$ cat config.mk
export PLATFORM = sky130hd
export DESIGN_NAME = ret_addr_stack
export DESIGN_NICKNAME = d
export VERILOG_FILES = /design/src/rtl/soc_pkg.sv /design/src/rtl/stack_ram.sv /design/src/rtl/ret_addr_stack.sv
export SDC_FILE = /design/constraint.sdc
export NUM_CORES = 1
export LEC_CHECK = 0
export CAP_MARGIN = 0
export CORE_ASPECT_RATIO = 1.5
export CORE_MARGIN = 2
export CORE_UTILIZATION = 55
export DETAILED_ROUTE_END_ITERATION = 8
export PLACE_DENSITY_LB_ADDON = 0.08
export SYNTH_ARGS = -nofsm -noshare
export SYNTH_HDL_FRONTEND = slang
export SYNTH_HIERARCHICAL = 1
export SYNTH_SLANG_ARGS = --single-unit
$ cat constraint.sdc
create_clock -name clk -period 13.8 [get_ports clk]
set_clock_uncertainty 0.05 [all_clocks]
set_input_delay 3.45 -clock clk [delete_from_list [all_inputs] [get_ports clk]]
set_output_delay 3.45 -clock clk [all_outputs]
set_load 0.1 [all_outputs]
$ cat src/rtl/soc_pkg.sv
// Shared definitions for the return-address stack: default address width,
// initial stack pointer and the pop FSM state type.
package soc_pkg;

  localparam int         AW  = 19;
  localparam logic [7:0] ISP = 8'h38;

  typedef enum logic [1:0] {
    IDLE = 2'd0,
    READ = 2'd1,
    RESP = 2'd2
  } state_t;

endpackage

$ cat src/rtl/stack_ram.sv
// Single-port synchronous RAM with read-first behaviour: a write in the same
// cycle as a read returns the old contents of the addressed word.
module stack_ram #(
  parameter int AW    = 19,
  parameter int DEPTH = 56,
  parameter int RAW   = (DEPTH > 1) ? $clog2(DEPTH) : 1
) (
  input  logic           clk,
  input  logic           we,
  input  logic [RAW-1:0] addr,
  input  logic [AW-1:0]  wdata,
  output logic [AW-1:0]  rdata
);

  // Contents are never reset; they only start out zeroed at power-up.
  logic [AW-1:0] mem [DEPTH] = '{default: '0};

  always_ff @(posedge clk) begin
    rdata <= mem[addr];
    if (we) begin
      mem[addr] <= wdata;
    end
  end

endmodule

$ cat src/rtl/ret_addr_stack.sv
// Return-address stack: a downward-growing call stack held in a single-port
// RAM, with a pop FSM that delivers registered responses over valid/ack.
module ret_addr_stack #(
  parameter int         AW    = soc_pkg::AW,
  parameter logic [7:0] ISP   = soc_pkg::ISP,
  parameter int         DEPTH = int'(ISP)
) (
  input  logic          clk,
  input  logic          rst,
  input  logic          call,
  input  logic [AW-1:0] call_addr,
  input  logic          ret,
  input  logic          ret_ack,
  input  logic          clr_err,
  output logic          ret_valid,
  output logic [AW-1:0] ret_addr,
  output logic          ret_err,
  output logic [7:0]    sp,
  output logic          busy,
  output logic          full,
  output logic          empty,
  output logic          overflow,
  output logic          underflow
);

  import soc_pkg::*;

  localparam int         RAW  = (DEPTH > 1) ? $clog2(DEPTH) : 1;
  localparam logic [7:0] BASE = ISP - 8'(DEPTH);

  state_t        state;
  logic          pend_err;
  logic          pop_req;
  logic          do_pop;
  logic          do_push;
  logic          do_swap;
  logic          ovf_evt;
  logic          udf_evt;
  logic [7:0]    slot;
  logic [RAW-1:0] ram_addr;
  logic [AW-1:0] ram_rdata;

  assign full  = (sp == BASE);
  assign empty = (sp == ISP);
  assign busy  = (state != IDLE);

  // A simultaneous call and ret on a non-empty stack becomes a swap of the
  // top slot: the read-first RAM returns the old top while the new one lands.
  assign pop_req = ret && (state == IDLE);
  assign do_pop  = pop_req && !empty;
  assign do_swap = do_pop && call;
  assign do_push = call && !full && !do_pop;
  assign ovf_evt = call && full && !do_pop;
  assign udf_evt = pop_req && empty;

  assign slot     = do_push ? (sp - 8'd1) : sp;
  assign ram_addr = RAW'(slot - BASE);

  stack_ram #(
    .AW    (AW),
    .DEPTH (DEPTH),
    .RAW   (RAW)
  ) u_ram (
    .clk   (clk),
    .we    (do_push || do_swap),
    .addr  (ram_addr),
    .wdata (call_addr),
    .rdata (ram_rdata)
  );

  always_ff @(posedge clk or negedge rst) begin
    if (!rst) begin
      sp        <= ISP;
      state     <= IDLE;
      pend_err  <= 1'b0;
      ret_valid <= 1'b0;
      ret_addr  <= '0;
      ret_err   <= 1'b0;
      overflow  <= 1'b0;
      underflow <= 1'b0;
    end else begin
      if (do_push) begin
        sp <= sp - 8'd1;
      end else if (do_pop && !call) begin
        sp <= sp + 8'd1;
      end

      overflow  <= ovf_evt || (overflow && !clr_err);
      underflow <= udf_evt || (underflow && !clr_err);

      // The RAM word read during the pop edge is only available one cycle
      // later, hence the READ state before the response is registered.
      case (state)
        IDLE: begin
          if (ret) begin
            pend_err <= empty;
            state    <= READ;
          end
        end
        READ: begin
          ret_addr  <= pend_err ? '0 : ram_rdata;
          ret_err   <= pend_err;
          ret_valid <= 1'b1;
          state     <= RESP;
        end
        RESP: begin
          if (ret_ack) begin
            ret_valid <= 1'b0;
            state     <= IDLE;
          end
        end
        default: state <= IDLE;
      endcase
    end
  end

endmodule
Yosys cells after proc, flatten, opt, wreduce, memory -nomap -nowiden
Memories as Yosys holds them, arrays and structs flattened. A register that Yosys moved wholly into a read port is not among the register bits.
Index checks and enable logic that the tools add are counted.
{"block": "totals", "output_inout_bits": 34, "mem_count": 1, "ramBits": 1064, "rom_bits": 0, "wordCells": 54, "latchBits": 0, "ff_bits": 34}
{"name": "u_ram.mem", "words": 56, "word_bits": 19, "rd": 1, "rd_ports_with_merged_regs": 1, "write_ports": 1, "line": "stack_ram.sv:16", "text": "logic [AW-1:0] mem [DEPTH] = '{default: '0};"}
{"block": "classes", "n_eq_ne": 5, "n_mul": 0, "reduce_logical": 27, "add_sub_neg": 2, "order_cmp": 0, "shifts": 0, "n_bitwise": 0, "n_mux": 11, "div_mod_pow": 0}
{"op": "two-way mux 19 bit", "count": 1}
{"op": "two-way mux 8 bit", "count": 2}
{"op": "logical AND 1 bit", "count": 11}
{"op": "adder 8 x 1 -> 8 bit, second input constant", "count": 1}
{"op": "equality test 8 x 6 -> 1 bit, second input constant", "count": 1}
{"op": "logical NOT 8 bit", "count": 1}
{"op": "subtractor 8 x 1 -> 8 bit, second input constant", "count": 1}
{"op": "two-way mux 6 bit", "count": 1}
{"op": "case mux 2 bit (3 select lines)", "count": 1}
{"op": "AND reduction 2 bit", "count": 3}
{"op": "nonzero test 2 bit", "count": 3}
{"op": "logical NOT 1 bit", "count": 5}
{"op": "two-way mux 2 bit", "count": 2}
{"op": "inequality test 2 bit, second input constant", "count": 2}
{"op": "logical OR 1 bit", "count": 3}
{"op": "two-way mux 1 bit", "count": 3}
{"op": "equality test 2 x 1 -> 1 bit, second input constant", "count": 1}
{"op": "equality test 2 bit, second input constant", "count": 1}
{"op": "logical NOT 2 bit", "count": 1}
{"op": "case mux 1 bit (2 select lines)", "count": 1}

Depth between registers and ports, before layout
Gate-level depths: netlist of run 1.
{"block": "logic_depth", "depth_word": 8, "ltp_mapped": 18, "ltp_nobuf": 12}

Hierarchy
The synthesis of run 1 kept the hierarchy.
{"module": "stack_ram", "area_per_inst_um2": 41708.8, "cells_each": 2277, "n_inst": 1}
{"module": "ret_addr_stack", "area_per_inst_um2": 1755.4, "cells_each": 177, "n_inst": 1}

Worst setup path after synthesis of run 1
Ideal clock, no wire load.
{"block": "synth_path", "kind": "input to register", "startpoint": "in ret", "endpoint": "mem u_ram.mem[55][0] (enable)", "t_arrival_ns": 7.112, "required_time_ns": 13.355, "n_path_buf": 8, "setup_slack_ns": 6.243, "cell_stages": 14, "cell_sequence": "or3b_2 > buf_4 > a41oi_1 > nor3_1 > xor2_1 > buf_6 > buf_6 > buf_4 > buf_2 > buf_2 > buf_2 > buf_2 > nand2_1 > nor2_1"}
{"element": "from (decl)", "line": "ret_addr_stack.sv:12", "text": "input logic ret,"}
{"element": "logical AND 1 bit", "line": "ret_addr_stack.sv:49", "text": "assign pop_req = ret && (state == IDLE);"}
{"element": "logical AND 1 bit", "line": "ret_addr_stack.sv:50", "text": "assign do_pop = pop_req && !empty;"}
{"element": "logical NOT 1 bit", "line": "ret_addr_stack.sv:52", "text": "assign do_push = call && !full && !do_pop;"}
{"element": "logical AND 1 bit", "line": "ret_addr_stack.sv:52"}
{"element": "two-way mux 6 bit", "line": "ret_addr_stack.sv:56", "text": "assign slot = do_push ? (sp - 8'd1) : sp;"}
{"element": "named net ram_addr[2]", "line": "ret_addr_stack.sv:40", "text": "logic [RAW-1:0] ram_addr;"}
{"element": "to (decl)", "line": "stack_ram.sv:16"}
The timed path passes the listed nets, and every way through them passes these cells.

Final worst setup path of run 1
{"block": "layout_path", "startpoint": "in ret", "endpoint": "mem u_ram.mem[43][5] (enable)"}
Same word-level chain as after synthesis.

==> results of run 1 <==
-- cells by family after synthesis --
family | Yosys count | synth area share
AND/OR/NAND/NOR | 376 | 0.0456
flip-flops | 1117 | 0.764
multiplexers | 228 | 0.0758
buffers and inverters | 181 | 0.0206
AO/OA/AOI/OAI | 537 | 0.0911
XOR/XNOR | 10 | 0.00201
adder cells (fa/ha/maj) | 5 | 0.00144
-- layout make-up --
type | instances | area, sq um
Sequential cell | 1117 | 33200
Fill cell | 5627 | 29800
Antenna cell | 1 | 2.50
Multi-Input combinational cell | 1156 | 9610
Timing Repair Buffer | 163 | 1310
Tap cell | 1024 | 1280
Clock buffer | 129 | 2770
Clock inverter | 56 | 454
Inverter | 13 | 56.3
-- cells in the mapped netlist (7+ instances only) --
| cell type | n | share of area |
|---|---|---|
| and3b_1 | 9 | 0.0018 |
| nor3_1 | 17 | 0.0020 |
| a31oi_1 | 14 | 0.0020 |
| a21oi_1 | 76 | 0.0088 |
| nor2_1 | 97 | 0.0084 |
| dfrtp_1 | 31 | 0.018 |
| o21ai_0 | 68 | 0.0078 |
| a22oi_1 | 79 | 0.014 |
| a221oi_1 | 132 | 0.027 |
| nand3b_1 | 33 | 0.0057 |
| a22o_1 | 18 | 0.0036 |
| buf_2 | 78 | 0.0090 |
| inv_1 | 13 | 0.0011 |
| nand2b_1 | 30 | 0.0043 |
| nand3_1 | 18 | 0.0021 |
| buf_6 | 7 | 0.0018 |
| or3b_2 | 14 | 0.0028 |
| nor2b_1 | 9 | 0.0013 |
| mux2_2 | 98 | 0.025 |
| mux2i_1 | 57 | 0.013 |
| o211ai_1 | 9 | 0.0016 |
| o2bb2ai_1 | 14 | 0.0028 |
| dfxtp_1 | 19 | 0.0088 |
| nand2_1 | 102 | 0.0088 |
| o22ai_1 | 34 | 0.0049 |
| nand4_1 | 13 | 0.0019 |
| mux4_2 | 71 | 0.037 |
| edfxtp_1 | 1064 | 0.74 |
| buf_1 | 11 | 0.00095 |
| buf_4 | 17 | 0.0029 |
| clkbuf_1 | 55 | 0.0047 |
| a211oi_1 | 8 | 0.0014 |
| a221o_1 | 21 | 0.0048 |
-- layer usage --
| layer | routed length (um) | global-route usage |
|---|---|---|
| met1 | 47400 | 0.417 |
| met2 | 63800 | 0.527 |
| met3 | 11500 | 0.0586 |
| met4 | 7860 | 0.175 |
| met5 | 9 | 0 |
-- critical path: stages --
cell and delay, ps:
clkdlybuf4s50_1 450, or3b_2 550, a41oi_1 510, nor3b_4 160
ha_1 380, inv_8 280, buf_4 560, and2_4 750
nand2_1 560, nor2_2 1100
-- power by group --
part / total [mW] / internal, mW / switching (mW)
clock: 2.76 / 1.54 / 1.22
combinational: 5.01 / 1.50 / 3.51
sequential: 4.07 / 3.96 / 0.107
-- flip-flops by register name (all words and copies together), names as in the netlist --
name	cells
ret_valid	1
u_ram/rdata	19
overflow	1
underflow	1
ret_addr	19
sp	8
pend_err	1
ret_err	1
state	2
u_ram/mem	1064
-- worst min-delay path by stage --
stage / start / to / slack [ps]
floorplan: u_ram/rdata[17] / ret_addr[17] / 380
global placement: u_ram/rdata[15] / ret_addr[15] / 390
detailed placement: u_ram/rdata[15] / ret_addr[15] / 400
CTS: u_ram/rdata[15] / ret_addr[15] / 400
global route: u_ram/rdata[15] / ret_addr[15] / 430
finish: u_ram/rdata[15] / ret_addr[15] / 400
-- metrics by stage --
step / setup WS, ps / area [sq um] / hold slack (ps)
6_report: 5110 / 48700 / 397
5_1_grt: 4970 / 48700 / 432
4_1_cts: 5210 / 48600 / 404
3_5_place_dp: 4530 / 45400 / 395
3_3_place_gp: 3810 / 45400 / 392
2_1_floorplan: 6240 / 43500 / 380
==> flow_summary.toml, run 1 <==
[place]
hpwl_um = 76100
portBuffers = 58
post-place-cells = 3471
gp_congestion = 0.926

[global_route]
grt_pass1_vias = 24500
grt_pass1_wl_um = 184000
grt_usage = 0.324
grt_max_degree = 139
antenna_found_initial = 2
overflow = 0

[clocking]
cts_resized = 0
clockBufferDepth = 3
clock-sinks = 1117
root_buffer = "clkbuf_16"
post-cts-setup-buffer-count = 0
clk_latency_ps = 670
cts_tree = "built"
cts_buffers = 100
ctsHtreeMaxLevel = 3
clkTransAtPathRegs_ps = 60
hold_buffers = 0

[power]
p_leak_nw = 15.5
power_mw = 11.8
power_density_nw_per_um2 = 243
ir_drop_mv = 0.299

[synth]
synth-edff-count = 1064
synth_area_per_cell_sq_um = 17.7
synthDistinctLibCells = 75
synthArstFlopShare = 0.0304
synth_area_sq_um = 43500
yosysSeqAreaShare = 0.764
synth_fp_nets = 2484
synth_cells = 2454
synth_seq_cells = 1117
ys_warn_count = 6
yosys_most_used_dff = "edfxtp_1"

[floorplan]
dieHeight_um = 348
coreArea_sq_um = 78500
start_util = 0.554
die_w_um = 234
io_pins = 59
dieArea_sq_um = 81300
row_count = 126

[timing]
timing_max_transition_violations_final = 0
setup_viol = 0
max_freq_mhz = 115
rsz0062_at_grt = "false"
finalCriticalPeriod_ps = 8690
maxSlewHeadroom = 0.0413
hold_viol_final = 0
tns_ps = 0
min_period_over_period = 0.629
max_slew.worst_pin.slew_ps = 1430

[routing]
first_iter_violations = 3295
drc_errors = 0
routed_wl_um = 131000
wl_per_cell_um = 35.7
drt_pre_antenna_iters = 6
routed-via-count = 25100
ant_nets = 0
viasPerCell = 6.87

[final_layout]
layout_common_cells = "edfxtp_1 (1,064), a221oi_1 (132), clkbuf_16 (103)"
syn2layout_area_growth_pct = 12.0
finish.utilization = 0.620
final_cells = 3659
final_common_cell = "edfxtp_1"
fin_nets = 2581
drive_gt1_frac = 0.206

[setup_path]
rrSetupSlack_ps = 7530
r2r_cells = 11
cp-end-kind = "flop"
reg2reg_from = "sp[0]"
arrival_ps = 8920
cp_max_fo = 41
cp-endpoint = "u_ram/mem[43][5]"
startpoint_type = "input pin"
crit_type = "in -> reg"
regToRegEndpoint = "u_ram/mem[43][5]"
required_ps = 14040
critPathLaunch = "ret"

[worst_hold_path]
hold_path.class = "reg -> reg"
hold-path-cell-count = 2

[job]
maxCapViolations = 0

[run_status]
status = "finished clean"
Power figures use the tool's default switching activity.
==> run 2, diff against run 1 <==
Clock period 13.8 ns to 7 ns, I/O delays scaled along.
==> run 2 against run 1 <==
Compared with the run above: count of clock-buffer cells in the layout increased by 9; flip-flop and latch count unchanged; via count up 1.4%; combinational power grew 110%; sequential power up 97%; clock power up 110%; utilization rose by 1.4 points; global-route usage up 0.58 points; critical endpoint is now u_ram/rdata[2]; largest power group unchanged.
==> flow_summary.toml, run 2 (synthesized netlist as in run 1, its figures left out) <==
[run_status]
status = "finished clean"

[clocking]
hold_buffers = 0
clkTransAtPathRegs_ps = 70
ctsHtreeMaxLevel = 3
clk_latency_ps = 680
cts_tree = "built"
clock-sinks = 1117
clockBufferDepth = 3
root_buffer = "clkbuf_16"
post-cts-setup-buffer-count = 0
cts_resized = 0
cts_buffers = 101

[floorplan]
row_count = 126
start_util = 0.554
die_w_um = 234
io_pins = 59
coreArea_sq_um = 78500
dieHeight_um = 348
dieArea_sq_um = 81300

[routing]
viasPerCell = 6.80
drc_errors = 0
ant_nets = 0
routed_wl_um = 132000
first_iter_violations = 3261
wl_per_cell_um = 35.3
drt_pre_antenna_iters = 6
routed-via-count = 25500

[place]
gp_congestion = 0.970
pre_cts_slack_ps = 332
hpwl_um = 81400
portBuffers = 58
post-place-cells = 3558

[final_layout]
fillers = 5626
largest-register = "u_ram/mem"
final_common_cell = "edfxtp_1"
fin_nets = 2667
reg_top3 = "u_ram/mem (1064), ret_addr (19), u_ram/rdata (19)"
largest_reg_flops = 1064
syn2layout_area_growth_pct = 14.5
drive_gt1_frac = 0.231
finish.utilization = 0.634
layout_common_cells = "edfxtp_1 (1,064), buf_4 (161), a221oi_1 (132)"
final_cells = 3748

[global_route]
overflow = 0
antenna_found_initial = 4
grt_usage = 0.330
grt_pass1_wl_um = 187000
grt_max_degree = 62
grt_pass1_vias = 25200

[power]
p_leak_nw = 16.1
power_density_nw_per_um2 = 488
ir_drop_mv = 0.325

[setup_path]
regToRegEndpoint = "u_ram/rdata[2]"
slowest_delay_ps = 870
cp_max_fo = 31
startpoint_type = "input pin"
cp-end-kind = "flop"
worstPathCellList = "clkdlybuf4s50_1, or3b_2, a41oi_1, nor3b_4, a21oi_4, buf_12, inv_2, buf_4, a221oi_1, a31oi_1, o21ai_0, o2111ai_1"
r2r_cells = 13
rrSetupSlack_ps = 1330
crit_type = "in -> reg"
crit_slowest_cell = "o21ai_0"
arrival_ps = 6510
reg2reg_from = "sp[0]"
required_ps = 7390

[timing]
hold_viol_final = 0
setup_viol = 0
max_freq_mhz = 163
maxSlewHeadroom = 0.117
max_slew.worst_pin.slew_ps = 1320
fin_ws_ps = 883
whs_ps = 404
tns_ps = 0
timing_max_transition_violations_final = 0
min_period_over_period = 0.874
rsz0062_at_grt = "false"
finalCriticalPeriod_ps = 6120

[worst_hold_path]
hold_path_end = "ret_addr[0]"
hold_path.class = "reg -> reg"
min-delay-start = "u_ram/rdata[0]"
hold-path-cell-count = 2

[job]
maxCapViolations = 0
-- run 2: changes by cell type in the layout (fill, tap and decap cells not counted), moves of 4 or more --
cell        change
clkinvlp_4      -6
buf_12         +26
buf_4          +59
bufinv_16       +4
clkinv_1        -4
clkbuf_1        +7
-- run 2: power breakdown --
| group | switching, mW | internal (mW) |
|---|---|---|
| Clock | 2.42 | 3.24 |
| Combinational | 7.03 | 3.53 |
| Sequential | 0.234 | 7.80 |
| Total | 9.68 | 14.6 |
-- run 2: how the worst max path moves through the flow --
| stage | start | end | slack [ps] | depth (start not counted) |
|---|---|---|---|---|
| floorplan | sp[2] | u_ram/mem[55][0] | 1000 | 14 |
| global placement | ret | u_ram/rdata[3] | -240 | 11 |
| detailed placement | ret | u_ram/rdata[2] | 330 | 12 |
| CTS | ret | u_ram/rdata[2] | 1030 | 13 |
| global route | ret | u_ram/rdata[15] | 760 | 12 |
| finish | ret | u_ram/rdata[2] | 880 | 12 |
-- run 2: per-stage QoR --
stage / instance area [sq um] / power (mW)
finish: 49800 / 24.3
detailed placement: 46400 / 18.5
global route: 49700 / 24.9
global placement: 46400 / 18.4
CTS: 49700 / 24.1
floorplan: 43500 / 14.0
-- run 2: worst max-delay path: cells and delay by family --
| kind | cells | cell delay [ps] |
|---|---|---|
| AO/OA/AOI/OAI | 6 | 2700 |
| buffers and inverters | 4 | 1410 |
| AND/OR/NAND/NOR | 2 | 630 |
-- run 2: cell type report --
cell class	instances	area [sq um]	area share
flip-flops and latches	1117	33200	0.667
multi-input cells	1156	9620	0.193
clock buffers	138	2840	0.0571
repair buffers	248	2240	0.0451
well taps	1024	1280	0.0258
clock inverters	50	520	0.0105
inverters	13	56.3	0.00113
diodes	2	5.00	0.000101
-- run 2: per-layer routing --
metal,global-route usage,vias to the layer above,part of all wire,routed length [um]
met5,0,-,0,0
met4,0.179,0,0.063,8340
met3,0.0624,303,0.095,12500
met2,0.527,1552,0.48,63600
met1,0.431,13200,0.36,47900
li1,-,10400,-,-
